==> src/rtl/mux_nx1_rr.sv <==
// N:1 valid/ready funnel with a one-entry registered output stage.
// Arbitration is round-robin (RR_MODE=1) or fixed lowest-index priority (RR_MODE=0).
module mux_nx1_rr #(
  parameter int NUM_CH  = 4,
  parameter int DATA_W  = 8,
  parameter int RR_MODE = 1,
  localparam int CW     = (NUM_CH > 1) ? $clog2(NUM_CH) : 1
) (
  input  logic                     clk,
  input  logic                     rst,
  input  logic [NUM_CH-1:0]        in_valid,
  input  logic [NUM_CH*DATA_W-1:0] in_data,
  output logic [NUM_CH-1:0]        in_ready,
  output logic                     out_valid,
  output logic [DATA_W-1:0]        out_data,
  output logic [CW-1:0]            out_ch,
  input  logic                     out_ready
);

  logic              out_valid_reg;
  logic [DATA_W-1:0] out_data_reg;
  logic [CW-1:0]     out_ch_reg;
  logic [CW-1:0]     ptr_reg;

  logic              can_load;
  logic              load;
  logic              win_found;
  logic [CW-1:0]     win_idx;
  logic [CW-1:0]     search_base;
  logic [CW:0]       cand;
  logic [DATA_W-1:0] ch_data [NUM_CH];

  genvar gi;
  generate
    for (gi = 0; gi < NUM_CH; gi++) begin : g_ch
      assign ch_data[gi]  = in_data[gi*DATA_W +: DATA_W];
      assign in_ready[gi] = !rst && load && (win_idx == CW'(gi));
    end
  endgenerate

  assign can_load    = !out_valid_reg || out_ready;
  assign load        = win_found && can_load;
  assign search_base = (RR_MODE != 0) ? ptr_reg : '0;

  // Scan channels starting at the pointer, wrapping modulo NUM_CH; first valid wins.
  always_comb begin
    win_found = 1'b0;
    win_idx   = '0;
    cand      = '0;
    for (int k = 0; k < NUM_CH; k++) begin
      cand = {1'b0, search_base} + (CW+1)'(k);
      if (cand >= (CW+1)'(NUM_CH)) begin
        cand = cand - (CW+1)'(NUM_CH);
      end
      if (!win_found && in_valid[cand[CW-1:0]]) begin
        win_found = 1'b1;
        win_idx   = cand[CW-1:0];
      end
    end
  end

  always_ff @(posedge clk or posedge rst) begin
    if (rst) begin
      out_valid_reg <= 1'b0;
      out_data_reg  <= '0;
      out_ch_reg    <= '0;
      ptr_reg       <= '0;
    end else if (load) begin
      out_valid_reg <= 1'b1;
      out_data_reg  <= ch_data[win_idx];
      out_ch_reg    <= win_idx;
      if (RR_MODE != 0) begin
        ptr_reg <= (win_idx == CW'(NUM_CH-1)) ? '0 : win_idx + 1'b1;
      end
    end else if (out_ready) begin
      // Drained with nothing to refill: data/channel keep their last value.
      out_valid_reg <= 1'b0;
    end
  end

  assign out_valid = out_valid_reg;
  assign out_data  = out_data_reg;
  assign out_ch    = out_ch_reg;

endmodule

==> config.mk <==
export PLATFORM = sky130hd
export DESIGN_NAME = mux_nx1_rr
export DESIGN_NICKNAME = d
export VERILOG_FILES = /design/src/rtl/mux_nx1_rr.sv
export SDC_FILE = /design/constraint.sdc
export NUM_CORES = 1
export LEC_CHECK = 0
export BUFFER_PORTS_ARGS = -buffer_cell sky130_fd_sc_hd__buf_4
export CELL_PAD_IN_SITES_DETAIL_PLACEMENT = 0
export CELL_PAD_IN_SITES_GLOBAL_PLACEMENT = 2
export CORE_ASPECT_RATIO = 1.25
export CORE_MARGIN = 4
export CORE_UTILIZATION = 24
export DETAILED_ROUTE_END_ITERATION = 16
export PLACE_DENSITY_LB_ADDON = 0.1
export REMOVE_ABC_BUFFERS = 1
export SYNTH_ARGS = -nofsm -noshare
export SYNTH_HDL_FRONTEND = slang
export SYNTH_SLANG_ARGS = --single-unit
==> constraint.sdc <==
create_clock -name clk -period 2.49 [get_ports clk]
set_input_delay 0.3735 -clock clk [delete_from_list [all_inputs] [get_ports clk]]
set_output_delay 0.3735 -clock clk [all_outputs]
set_load 0.03 [all_outputs]
==> run_results.csv, run 1 <==
group,metric,value,unit
run_status,status,"finished clean",
sta,slew_headroom,0.6358,
finish,fin_nets,185,
drt,wl_per_cell,15.18,µm
sta,drv_slew,0,
setup_path,cpPeakStageDelay,530,ps
sta,tns,0,ps
floorplan,boundaryPins,54,
yosys,synthCells,91,
global_route,grt_pass1_wl,4471,µm
drt,ant_nets,0,
yosys,synth_cell_types,26,
yosys,ys.warnings.count,0,
sta,holdWs,184.0,ps
power_and_ir_drop,p_total,0.001092,W
yosys,synth-async-reset-ratio,1.000,
placement,gp_congestion,0.6735,
setup_path,required,2120,ps
setup_path,crit_family,"compound AO/OA/AOI/OAI gates",
drt,drt_pass1_iterations,3,
power_and_ir_drop,power.density,819.4,nW/µm²
finish,mostFrequentLayoutCell,"buf_4",
finish,largest_reg_flops,8,
setup_path,critPathMaxFanout,12,
clocking,cts_setup_buffers,0,
drt,vias,892,
clocking,ctsHoldBuffers,0,
floorplan,die_y,75.40,µm
setup_path,path_buf_inv,1,
global_route,grt_overflow,0,
yosys,ys_seq_elements,13,
floorplan,die_area,4668,µm²
global_route,antenna_found_initial,0,
floorplan,die_x,61.92,µm
drt,vias_per_cell,4.848,
run,drv_cap,0,
sta,fmax,445.0,MHz
setup_path,worstSetupStartpointType,"flop",
yosys,synth_edf_count,0,
setup_path,path_cells,"o32a_2, and2_4, nor3_1, buf_4",
power_and_ir_drop,p_leak,0.6328,nW
sta,post-route-period-util,0.9025,
global_route,grt_pass1_vias,964,
floorplan,start_util,0.2504,
sta,worstMarginPinSlew,546.3,ps
setup_path,end_kind,"output pin",
clocking,path_clk_slew,70,ps
sta,rsz0062_at_grt,"false",
finish,area_growth,52.80,%
sta,fin_worst_skew,10.58,ps
finish,final_layout_size_suffix_gt1_frac,0.4552,
sta,hold_viol,0,
finish,antenna_cells,0,
yosys,ys_seq_area_frac,0.3730,
sta,period_needed,2247,ps
placement,port_buffers,53,
drt,drc_errors,0,
clocking,htreeDepth,1,
global_route,track_usage,0.1306,
yosys,ys.flop_type,"dfrtp_1",
yosys,synth_area,872.1,µm²
clocking,clk_latency,250,ps
clocking,cts_max_path_buffers,2,
setup_path,worstPathArrival,1870,ps
setup_path,crit_cells,4,
setup_path,ff2ff_path_depth,5,
yosys,avgSynthCellArea,9.583,µm²
power_and_ir_drop,ir_drop,0.3045,mV
global_route,grt_start_max_net_pins,14,
clocking,cts.sinks,13,
clocking,cts_resized,0,
clocking,cts-root-buf,"clkbuf_8",
setup_path,slowest_stage,"o32a_2",
sta,setup-violations-final,0,
finish,layout_common_cells,"55 x buf_4, 16 x a211oi_1, 13 x dfrtp_1, 10 x nor2_1, 9 x a21boi_0",
placement,dp_hpwl,2193,µm
setup_path,crit_type,"reg -> out",
clocking,cts_tree,"yes",
drt,routed_wl,2793,µm
worst_hold_path,hold_class,"in -> async",
floorplan,rows,24,
floorplan,coreArea,3483,µm²
drt,first_iter_violations,28,
clocking,cts_buffers,3,
[where the power goes]
part           switching (W)  internal, W  total, W
clock network      0.0000818     0.000111  0.000192
logic               0.000332     0.000235  0.000567
registers          0.0000518     0.000281  0.000333
[stage by stage]
stage,cell area (µm²),worst slack [ps],cells,util
2_1_floorplan,824.5,-41.19,86,-
3_3_place_gp,1286,498.2,180,0.3693
3_5_place_dp,1286,469.7,180,0.3693
4_1_cts,1333,232.9,184,0.3825
5_1_grt,1333,150.5,184,0.3825
6_report,1333,242.7,184,0.3825
[cells in the mapped netlist (2+ instances only)]
master / number / share of area
a21oi_1: 4 / 0.023
nor3_1: 4 / 0.023
nand2_4: 2 / 0.026
mux2i_1: 8 / 0.092
o21ai_0: 2 / 0.011
dfrtp_1: 13 / 0.37
nor2_1: 10 / 0.043
inv_1: 6 / 0.026
a211oi_1: 16 / 0.14
a21boi_0: 9 / 0.077
mux2_2: 2 / 0.026
[final timing paths]
| path | endpoint | slack (ps) | from |
|---|---|---|---|
| max | in_ready[0] | 240 | ptr_reg[1] |
| min | out_data[6] | 180 | rst |
| max reg2reg | out_data[0] | 700 | out_valid |
| min reg2reg | out_ch[0] | 510 | out_ch[0] |
| max in group asynchronous | ptr_reg[1] | 1950 | rst |
| min in group clk | out_valid | 310 | out_ready |
[routing by layer]
| metal | wire, µm | share of wire | GRT usage | up-vias |
|---|---|---|---|---|
| met3 | 181 | 0.065 | 0.02712 | 4 |
| li1 | - | - | - | 445 |
| met2 | 1460 | 0.52 | 0.2224 | 31 |
| met4 | 31 | 0.011 | 0.04717 | 0 |
| met1 | 1119 | 0.40 | 0.1603 | 412 |
| met5 | 0 | 0 | 0 | - |
[kinds of logic (layout without fill, tap and decap cells)]
logic type,after synthesis,in the layout,share of synthesized area
AO/OA/AOI/OAI,36,36,0.2984
AND/OR/NAND/NOR,20,20,0.1205
flip-flops,13,13,0.3730
buffers and inverters,11,65,0.08034
multiplexers,10,10,0.1176
XOR/XNOR,1,1,0.01004
[area by class of cell]
cell class / instances / area (µm²)
multi-input cells: 67 / 476.7
repair buffers: 55 / 412.9
flip-flops and latches: 13 / 325.3
fillers: 375 / 2151
inverters: 6 / 22.52
well taps: 39 / 48.80
clock inverters: 1 / 5.005
clock buffers: 3 / 41.29
(Power assumes the default switching activity.)
==> inputs of run 2 (changes only) <==
--- a/config.mk
+++ b/config.mk
@@ -5,6 +5,7 @@
 export SDC_FILE = /design/constraint.sdc
 export NUM_CORES = 1
 export LEC_CHECK = 0
+export ABC_AREA = 1
 export BUFFER_PORTS_ARGS = -buffer_cell sky130_fd_sc_hd__buf_4
 export CELL_PAD_IN_SITES_DETAIL_PLACEMENT = 0
 export CELL_PAD_IN_SITES_GLOBAL_PLACEMENT = 2
==> run_results.csv, run 2 <==
group,metric,value,unit
run_status,status,"finished clean",
clocking,cts.sinks,13,
drt,routed_wl,4011,µm
setup_path,slowest_stage,"dfrtp_2",
placement,dp_hpwl,2938,µm
drt,drt_pass1_iterations,4,
clocking,htreeDepth,1,
yosys,yosysMostFrequentCell,"nand2_1",
yosys,synth_fa_ha_area_frac,0,
power_and_ir_drop,pwr-share-clk,0.057,
placement,post_dp_cell_area,1642,µm²
global_route,grt_pass1_vias,1392,
sta,setup-violations-final,0,
yosys,ys_seq_area_frac,0.2802,
clocking,cts_buffers,3,
yosys,synth_area_leaders,"nand2_1 37%, dfrtp_1 28%, nand3_1 8.6%",
setup_path,required,2120,ps
drt,ant_nets,0,
clocking,cts-root-buf,"clkbuf_8",
finish,mostFrequentLayoutCell,"nand2_1",
clocking,cts_max_path_buffers,2,
yosys,ys.warnings.count,0,
clocking,path_clk_slew,60,ps
setup_path,cpPeakStageDelay,440,ps
clocking,cts_tree,"yes",
sta,worstMarginPinSlew,213.3,ps
yosys,synthTopCellsByCount,"114 x nand2_1, 20 x nand3_1, 13 x dfrtp_1",
yosys,yosysTopAreaCell,"nand2_1",
finish,fin_nets,310,
sta,layout_setup_ws,60.37,ps
drt,drc_errors,0,
run,drv_cap,0,
floorplan,die_x,70.21,µm
placement,port_buffers,53,
finish,area_growth,65.41,%
setup_path,r2r_slack,430,ps
finish,final_core_util,0.4091,
setup_path,timing.critical_path.mode_cell,"nand2_1",
yosys,ys_seq_elements,13,
sta,fin_worst_skew,0.7314,ps
sta,tns,0,ps
yosys,synth-async-reset-ratio,1.000,
setup_path,worstSetupStartpointType,"flop",
global_route,antenna_found_initial,0,
setup_path,worstPathArrival,2060,ps
drt,vias_per_cell,4.294,
setup_path,critPathMaxFanout,5,
floorplan,rows,28,
power_and_ir_drop,combPwrFrac,0.824,
finish,stdcell_area,1921,µm²
setup_path,reg2reg_to,"out_data[4]",
drt,vias,1417,
placement,dpl_worst_slack,261.9,ps
yosys,synth_area,1161,µm²
power_and_ir_drop,p_leak,1.087,nW
power_and_ir_drop,power.density,1800,nW/µm²
sta,post-route-period-util,0.9758,
yosys,ys.flop_type,"dfrtp_1",
drt,wl_per_cell,12.15,µm
floorplan,boundaryPins,54,
sta,slew_headroom,0.8578,
sta,hold_viol,0,
yosys,synthCells,198,
sta,rsz0062_at_grt,"true",
setup_path,end_kind,"output pin",
power_and_ir_drop,pwr-share-seq,0.119,
setup_path,crit_type,"reg -> out",
worst_hold_path,hold_class,"in -> async",
sta,period_needed,2430,ps
power_and_ir_drop,p_switching,0.001891,W
drt,first_iter_violations,27,
global_route,grt_overflow,0,
sta,drv_slew,0,
power_and_ir_drop,swShare,0.5469,
setup_path,ff2ff_path_depth,18,
yosys,yosysTopAreaCellShare,0.3685,
yosys,synthMuxAreaShare,0,
global_route,grt_start_max_net_pins,17,
finish,antenna_cells,0,
yosys,yosys.area_share.simple,0.6002,
finish,largest_reg_flops,8,
global_route,track_usage,0.1335,
floorplan,start_util,0.2473,
yosys,synth_cell_types,20,
floorplan,die_y,85.77,µm
yosys,avgSynthCellArea,5.864,µm²
yosys,synth_top_family_by_area,"simple AND/OR/NAND/NOR gates",
setup_path,r2r-start,"ptr_reg[0]",
finish,layout_common_cells,"110 x nand2_1, 69 x buf_4, 19 x nand3_1, 12 x dfrtp_1, 11 x nand2_2",
floorplan,coreArea,4695,µm²
clocking,clk_latency,240,ps
sta,holdWs,226.0,ps
yosys,synth-xor-area-share,0,
placement,gp_congestion,0.7745,
sta,fmax,411.6,MHz
floorplan,die_area,6022,µm²
setup_path,path_cells,"buf_12, clkinvlp_4, nand2_1, nand2_1, nand2_1, nand2_2, nor2_4, nand3_4, buf_6, nand2_4, nand2_8, inv_6, nand2_4, nor2_4, buf_6",
power_and_ir_drop,ir_drop,0.5763,mV
finish,final_layout_size_suffix_gt1_frac,0.4222,
yosys,synth_edf_count,0,
power_and_ir_drop,intPower,0.001566,W
global_route,grt_pass1_wl,6368,µm
yosys,synth_compound_area_frac,0.02909,
-- run 2: changes by cell type in the layout (fill, tap and decap cells not counted), moves of 3 or more --
cell,change
nor2_1,-9
nand3_1,+19
nand3_2,+3
a21boi_0,-9
a21oi_1,-4
nand2_2,+11
buf_6,+5
nor2_2,+3
a211oi_1,-16
nor3_1,-4
buf_4,+14
nor2_4,+3
nand2_1,+109
mux2i_1,-8
-- run 2: what timing repair did --
action	in CTS	in global routing
resized for setup	4	27
pin swaps	0	7
setup buffers	1	12
hold buffers	0	0
setup endpoints to repair	1	4
cloned	1	0
-- run 2: worst max path at each step --
stage,end,cells past startpoint,slack (ps),start
2_1_floorplan,in_ready[1],9,-310,ptr_reg[0]
3_3_place_gp,in_ready[2],11,260,ptr_reg[0]
3_5_place_dp,in_ready[3],14,260,ptr_reg[0]
4_1_cts,in_ready[3],14,0.2,ptr_reg[0]
5_1_grt,in_ready[2],13,-40,ptr_reg[0]
6_report,in_ready[3],15,60,ptr_reg[0]
-- run 2: area by class of cell --
class / count / area [µm²]
Timing Repair inverter: 1 / 7.507
Multi-Input combinational cell: 165 / 817.0
Timing Repair Buffer: 75 / 594.3
Fill cell: 527 / 2774
Clock buffer: 4 / 45.04
Tap cell: 60 / 75.07
Inverter: 12 / 55.05
Sequential cell: 13 / 326.6
-- run 2: cells by family after synthesis --
group / count (synthesis)
AND/OR/NAND/NOR: 159
buffers and inverters: 20
flip-flops: 13
AO/OA/AOI/OAI: 6
-- run 2: power groups by stage --
stage	combinational, W	sequential [W]	clock (W)
5_1_grt	0.00318	0.000423	0.000209
3_5_place_dp	0.00235	0.000403	0
6_report	0.00285	0.000410	0.000197
3_3_place_gp	0.00239	0.000403	0
2_1_floorplan	0.00138	0.000577	0
4_1_cts	0.00239	0.000409	0.000205
-- run 2: through the flow --
step	std cells	total power [W]
floorplan	190	0.001954
global placement	312	0.002789
detailed placement	312	0.002755
CTS	318	0.003003
global route	330	0.003813
finish	330	0.003457
-- run 2: layer usage --
metal / track usage / vias to the layer above / wire [µm]
met5: 0 / - / 0
met4: 0.04704 / 0 / 36
met3: 0.02345 / 2 / 145
met2: 0.2588 / 28 / 2271
met1: 0.1431 / 634 / 1557
li1: - / 753 / -
-- run 2: critical path, delay by kind of cell, from the launching register on --
family                 cells  cell delay [ps]
buffers and inverters      5              540
DFF                        1              440
and+or+nand+nor           10              820
